===== src/rtl/fetch_stage_if.sv =====
// Instruction-memory request/response bus between the fetch stage and memory.
// The request holds with a stable address until the cycle ready is seen.
interface fetch_stage_if;
    logic        imem_req;
    logic [31:0] imem_addr;
    logic        imem_ready;
    logic [31:0] imem_rdata;

    modport master (
        output imem_req,
        output imem_addr,
        input  imem_ready,
        input  imem_rdata
    );

    modport slave (
        input  imem_req,
        input  imem_addr,
        output imem_ready,
        output imem_rdata
    );
endinterface


===== src/rtl/fetch_stage.sv =====
// Instruction fetch: drives imem with pc and registers the returned word into IF/ID.
// Latency 1 cycle at zero wait states; stall parks a captured word in HOLD, flush redirects.
module fetch_stage #(
    parameter logic [31:0] RESET_PC = 32'd0
) (
    input  logic          clk,
    input  logic          rst_n,
    input  logic [31:0]   next_pc,
    input  logic          stall,
    input  logic          flush,
    fetch_stage_if.master imem,
    output logic [31:0]   pc,
    output logic [31:0]   if_id_inst,
    output logic [31:0]   if_id_pc,
    output logic          if_id_valid
);

    typedef enum logic [1:0] {
        FETCH = 2'd0,
        HOLD  = 2'd1,
        DROP  = 2'd2
    } state_t;

    state_t      state;
    state_t      state_nxt;
    logic [31:0] req_addr;
    logic [31:0] hold_inst;

    logic        pc_ld;
    logic        ifid_ld;
    logic        ifid_from_hold;
    logic        vld_clr;
    logic        hold_ld;
    logic        req_ld;
    logic        req;
    logic [31:0] addr;

    always_ff @(posedge clk) begin
        if (!rst_n) begin
            state <= FETCH;
        end else begin
            state <= state_nxt;
        end
    end

    always_comb begin
        state_nxt      = state;
        pc_ld          = 1'b0;
        ifid_ld        = 1'b0;
        ifid_from_hold = 1'b0;
        vld_clr        = 1'b0;
        hold_ld        = 1'b0;
        req_ld         = 1'b0;
        req            = 1'b0;
        addr           = pc;
        case (state)
            FETCH: begin
                req = 1'b1;
                if (flush) begin
                    pc_ld   = 1'b1;
                    vld_clr = 1'b1;
                    // Request still outstanding: its response must be swallowed later.
                    if (!imem.imem_ready) begin
                        req_ld    = 1'b1;
                        state_nxt = DROP;
                    end
                end else if (imem.imem_ready) begin
                    if (stall) begin
                        hold_ld   = 1'b1;
                        state_nxt = HOLD;
                    end else begin
                        ifid_ld = 1'b1;
                        pc_ld   = 1'b1;
                    end
                end else if (!stall) begin
                    vld_clr = 1'b1;
                end
            end
            HOLD: begin
                if (flush) begin
                    pc_ld     = 1'b1;
                    vld_clr   = 1'b1;
                    state_nxt = FETCH;
                end else if (!stall) begin
                    ifid_ld        = 1'b1;
                    ifid_from_hold = 1'b1;
                    pc_ld          = 1'b1;
                    state_nxt      = FETCH;
                end
            end
            DROP: begin
                req  = 1'b1;
                addr = req_addr;
                if (flush) begin
                    pc_ld = 1'b1;
                end
                if (imem.imem_ready) begin
                    state_nxt = FETCH;
                end
            end
            default: begin
                state_nxt = FETCH;
            end
        endcase
    end

    assign imem.imem_req  = req & rst_n;
    assign imem.imem_addr = addr;

    always_ff @(posedge clk) begin
        if (!rst_n) begin
            pc          <= RESET_PC;
            req_addr    <= 32'd0;
            hold_inst   <= 32'd0;
            if_id_inst  <= 32'd0;
            if_id_pc    <= 32'd0;
            if_id_valid <= 1'b0;
        end else begin
            if (pc_ld) begin
                pc <= next_pc;
            end
            if (req_ld) begin
                req_addr <= pc;
            end
            if (hold_ld) begin
                hold_inst <= imem.imem_rdata;
            end
            if (ifid_ld) begin
                if_id_inst  <= ifid_from_hold ? hold_inst : imem.imem_rdata;
                if_id_pc    <= pc;
                if_id_valid <= 1'b1;
            end else if (vld_clr) begin
                if_id_valid <= 1'b0;
            end
        end
    end

endmodule


===== src/flat_wrapper.sv =====
// flat-port wrapper written by rule: the top's interface ports become plain ports
module fetch_stage_flat 
#(
    parameter logic [31:0] RESET_PC = 32'd0
)
  (clk, rst_n, next_pc, stall, flush, pc, if_id_inst, if_id_pc, if_id_valid, imem_imem_req, imem_imem_addr, imem_imem_ready, imem_imem_rdata);
  fetch_stage_if imem_i ();
  input  logic clk;
  input  logic rst_n;
  input  logic [31:0] next_pc;
  input  logic stall;
  input  logic flush;
  output logic [31:0] pc;
  output logic [31:0] if_id_inst;
  output logic [31:0] if_id_pc;
  output logic if_id_valid;
  output wire logic [$bits(imem_i.imem_req)-1:0] imem_imem_req;
  output wire logic [$bits(imem_i.imem_addr)-1:0] imem_imem_addr;
  input wire logic [$bits(imem_i.imem_ready)-1:0] imem_imem_ready;
  input wire logic [$bits(imem_i.imem_rdata)-1:0] imem_imem_rdata;
  assign imem_imem_req = imem_i.imem_req;
  assign imem_imem_addr = imem_i.imem_addr;
  assign imem_i.imem_ready = imem_imem_ready;
  assign imem_i.imem_rdata = imem_imem_rdata;
  fetch_stage #(.RESET_PC(RESET_PC)) u_core (.clk(clk), .rst_n(rst_n), .next_pc(next_pc), .stall(stall), .flush(flush), .imem(imem_i), .pc(pc), .if_id_inst(if_id_inst), .if_id_pc(if_id_pc), .if_id_valid(if_id_valid));
endmodule

===== config.mk =====
export PLATFORM = sky130hd
export DESIGN_NAME = fetch_stage_flat
export DESIGN_NICKNAME = d
export VERILOG_FILES = /design/src/rtl/fetch_stage_if.sv /design/src/rtl/fetch_stage.sv /design/src/flat_wrapper.sv
export SDC_FILE = /design/constraint.sdc
export NUM_CORES = 1
export LEC_CHECK = 0
export BUFFER_PORTS_ARGS = -buffer_cell sky130_fd_sc_hd__buf_4
export CELL_PAD_IN_SITES_DETAIL_PLACEMENT = 1
export CELL_PAD_IN_SITES_GLOBAL_PLACEMENT = 1
export CORE_MARGIN = 2
export CORE_UTILIZATION = 42
export CTS_CLUSTER_SIZE = 40
export DETAILED_ROUTE_END_ITERATION = 6
export GPL_TIMING_DRIVEN = 0
export PLACE_DENSITY = 0.92
export RECOVER_POWER = 50
export SLEW_MARGIN = 25
export SYNTH_ARGS = -nofsm -noshare
export SYNTH_HDL_FRONTEND = slang
export SYNTH_SLANG_ARGS = --single-unit

===== constraint.sdc =====
create_clock -name clk -period 2.95 [get_ports clk]
set_clock_uncertainty 0.1 [all_clocks]
set_input_delay 0.295 -clock clk [delete_from_list [all_inputs] [get_ports clk]]
set_output_delay 0.295 -clock clk [all_outputs]
set_load 0.05 [all_outputs]

## Word-level counts from Yosys, hierarchy flattened

Cells that the tools add are included.

- Eq/ne operators: 7
- Muxes and demuxes: 33
- Bitwise logic cells: 1
- Reduce and logical (&&, ||, !) cells: 4

Operators with widths:

| cell | count |
|---|---|
| 2-to-1 mux 32 bit | 2 |
| 2-to-1 mux 1 bit | 20 |
| 2-to-1 mux 2 bit | 7 |
| inequality test 3 bit, second input constant | 4 |
| case mux 2 bit (3 select lines) | 1 |
| AND reduction 5 bit | 1 |
| case mux 1 bit (2 select lines) | 2 |
| case mux 1 bit (3 select lines) | 1 |
| == test 2 x 1 -> 1 bit, second input constant | 1 |
| == test 2 bit, second input constant | 1 |
| logical NOT 2 bit | 1 |
| inequality test 2 bit, second input constant | 1 |
| nonzero test 2 bit | 1 |
| OR reduction 2 bit | 1 |
| bitwise AND 1 bit | 1 |

- Register bits after elaboration: 163
- Bits of input ports: 69
- Output and inout port bits: 130
- Logic and storage cells: 52

## Depth between registers and ports, before layout

- Word-level depth: 6
- Gate-level depth with buffers: 6

## Worst setup path after synthesis

OpenSTA, ideal clock, no wires.

- Path kind: register -> output
- Start: reg u_core.state[0]
- End: out imem_imem_addr[10]
- Arrival: 1481 ps
- Data required time: 2555 ps
- Slack: 1074 ps
- Cell stages (with the launch flop): 6
- Buffers on the path: 3
- Cell sequence: dfxtp_1 buf_2 nand2b_1 clkbuf_1 buf_2 mux2_2

- Word-level cells in the longest chain between the ends: 2

Ends and longest elaborated chain:

| what | line | source |
|---|---|---|
| start, declared | fetch_stage.sv:24 | `state_t state;` |
| start signal, assigned | fetch_stage.sv:42 | `state <= state_nxt;` |
| == test 2 bit | fetch_stage.sv:56 | `case (state)` |
| 2-to-1 mux 32 bit | fetch_stage.sv:56 |  |
| end, declared | flat_wrapper.sv:18 | `output wire logic [$bits(imem_i.imem_addr)-1:0] imem_imem_addr;` |

No other way between the ends.

## Final worst setup path

- Start: reg u_core.state[1]
- End: out imem_imem_addr[12]

The elaborated chain is that of the path after synthesis.

==> results_dict.tcl <==
set metrics [dict create \
    worst_pin_slew_ns 1.06 \
    timing.fmax_ghz 0.366 \
    hold_depth 3 \
    antenna_cells 0 \
    via_per_inst 5.74 \
    synth_edf_count 0 \
    place_hpwl_mm 17.9 \
    power_density_mw_per_mm2 644 \
    grt_antenna_before_repair 0 \
    clockBufferDepth 2 \
    endpoint_kind "output pin" \
    fp.dieH_um 136 \
    drive_above_1_share_pct 20.7 \
    async_flop_share_pct 0 \
    yosysMostFrequentCell "dfxtp_1" \
    fillers 2043 \
    die_w_um 136 \
    ys_seq_elements 163 \
    ctsRootBufferMaster "clkbuf_16" \
    synthTopCellsByCount "163 x dfxtp_1, 128 x nand2_1, 65 x a21oi_1" \
    final_core_util_pct 54.4 \
    hold_slack_ns 0.00989 \
    grt_pass1_wl_mm 40.2 \
    crit_required_ns 2.56 \
    hold_buffers 0 \
    yosysSeqAreaShare_pct 44.4 \
    hold_class "primary input to register" \
    syn-num-nets 857 \
    grt_pass1_vias 7500 \
    place_area_mm2 0.00911 \
    core_region_area_mm2 0.0172 \
    synth.top_cell.area_share_pct 44.4 \
    ys_warn_count 0 \
    rsz0062_at_grt "false" \
    yosysTopAreaCell "dfxtp_1" \
    maxSlewHeadroom_pct 28.3 \
    avgSynthCellArea_um2 9.33 \
    critPathMaxFanout 10 \
    syn_inst 788 \
    initial_core_util_pct 42.7 \
    grtUsageTotal_pct 27.9 \
    design_area_mm2 0.00938 \
    totalWireLength_mm 26.1 \
    finalSetupViolations 0 \
    min_period_over_period_pct 92.6 \
    wl_per_cell_um 21.1 \
    port_buffers 196 \
    setup_tns_ns 0 \
    cts_num_sinks 163 \
    synth_top_flop_cell "dfxtp_1" \
    crit_arrival_ns 2.34 \
    synth_cell_types 35 \
    grt_max_degree 17 \
    finalNetCount 1072 \
    syn_to_final_growth_pct 27.5 \
    status "finished, final reports clean" \
    cts_tree "yes" \
    cts_resized 0 \
    remaining_drc_errors 0 \
    leakagePower_nw 3.58 \
    postCtsSetupBuffers 0 \
    synth_area_mm2 0.00736 \
    htreeDepth 4 \
    cts_made_buffers 17 \
    place_inst 1209 \
    clkLatencyLatePin_ns 0.43 \
    drt-initial-drc-count 436 \
    maxCapViolCount 0 \
    vias 7119 \
    peakVddDrop_v 0.000449 \
    r2r_cells 6 \
    grt-ovfl-total 0 \
    ant_nets 0 \
    final_cells 1241 \
    dr.pass1.iters 4 \
    die_area_mm2 0.0186 \
    clk_pin_slew_ns 0.07 \
    io_pins 199 \
    drv_slew 0 \
    critPathLaunchType "register" \
    final.min_clock_period_ns 2.73 \
    rows 48 \
    synth_area_leaders "dfxtp_1 44%, mux2i_1 8.7%, nand2_1 6.5%" \
    crit_type "register to output pin" \
    finalHoldViolCount 0 \
    gp_congestion 0.828 \
]
[area by class of cell]
cell class,instances,area [um2],area share [%]
clock buffer,19,443,4.72
clock inverter,13,231,2.47
tap,225,282,3.00
multi-input combinational,533,3660,39.1
buffer,89,375,4.00
timing repair buffer,196,1110,11.8
sequential,163,3260,34.8
inverter,3,11.3,0.120
[path summary, 6_finish.rpt]
check	to	slack [ns]	startpoint
worst max register to register	u_core.if_id_inst[3]	0.41	u_core.state[1]
worst max-delay path	imem_imem_addr[12]	0.22	u_core.state[1]
worst min register to register	u_core.req_addr[14]	0.36	u_core.req_addr[14]
worst min-delay path	u_core.pc[18]	0.01	next_pc[18]
[report_power, final]
part / switching (mW) / internal, mW
Sequential: 0.0889 / 2.30
Combinational: 0.790 / 0.307
Clock: 0.945 / 1.61
[cell families (layout without fill, tap and decap cells)]
family	Yosys count	in the layout	synth area share (%)
AO/OA/AOI/OAI	229	229	22.7
buffers and inverters	92	320	5.46
multiplexers	96	96	13.6
AND/OR/NAND/NOR	208	208	13.9
flip-flops	163	163	44.4
[critical path, stage by stage, from the launching register on]
cell and delay (ns):
dfxtp_1 0.30, clkbuf_1 0.23, nand2b_1 0.13, clkbuf_1 0.30
buf_2 0.35, mux2_2 0.40, buf_4 0.19
[sequential cells by signal, indices dropped and copies added (netlist names)]
| register | count |
|---|---|
| u_core.hold_inst | 32 |
| u_core.if_id_inst | 32 |
| u_core.if_id_pc | 32 |
| u_core.if_id_valid | 1 |
| u_core.pc | 32 |
| u_core.req_addr | 32 |
| u_core.state | 2 |
[cell usage in the layout, fill, tap and decap left out, types with 2 or more instances in the layout]
master | Yosys | final
buf_6 | 4 | 3
clkbuf_16 | 0 | 17
clkbuf_1 | 61 | 166
nand2b_1 | 2 | 2
a31oi_1 | 32 | 32
buf_4 | 1 | 100
o21a_1 | 32 | 32
clkinv_4 | 0 | 3
a21boi_0 | 32 | 32
clkinvlp_4 | 0 | 2
buf_2 | 18 | 12
nor4b_4 | 2 | 2
nor2_1 | 3 | 3
o21ai_0 | 2 | 2
clkinv_2 | 0 | 2
mux2i_1 | 64 | 64
buf_1 | 5 | 5
o31ai_1 | 32 | 32
dfxtp_1 | 163 | 163
mux2_2 | 32 | 32
a211oi_1 | 2 | 4
inv_1 | 2 | 2
nand4_1 | 32 | 32
a211oi_2 | 30 | 28
bufinv_16 | 0 | 6
nand2_1 | 128 | 128
and3_1 | 32 | 32
a21oi_1 | 65 | 65
[per-stage QoR]
stage / power, mW / worst slack [ns]
after floorplan: 3.17 / 1.07
after detailed placement: 3.57 / 0.659
after CTS: 6.11 / 0.196
after global routing: 6.20 / 0.0974
after global placement: 3.55 / 0.674
final: 6.04 / 0.218
[per-layer routing]
metal | wire (um) | GRT usage [%] | vias to the layer above
met5 | 0 | 0 | -
met4 | 748 | 10.5 | 0
met3 | 1450 | 6.04 | 62
met2 | 12900 | 48.1 | 232
met1 | 11000 | 34.1 | 3535
li1 | - | - | 3290
Note: power is estimated with default switching activity, not from simulation.
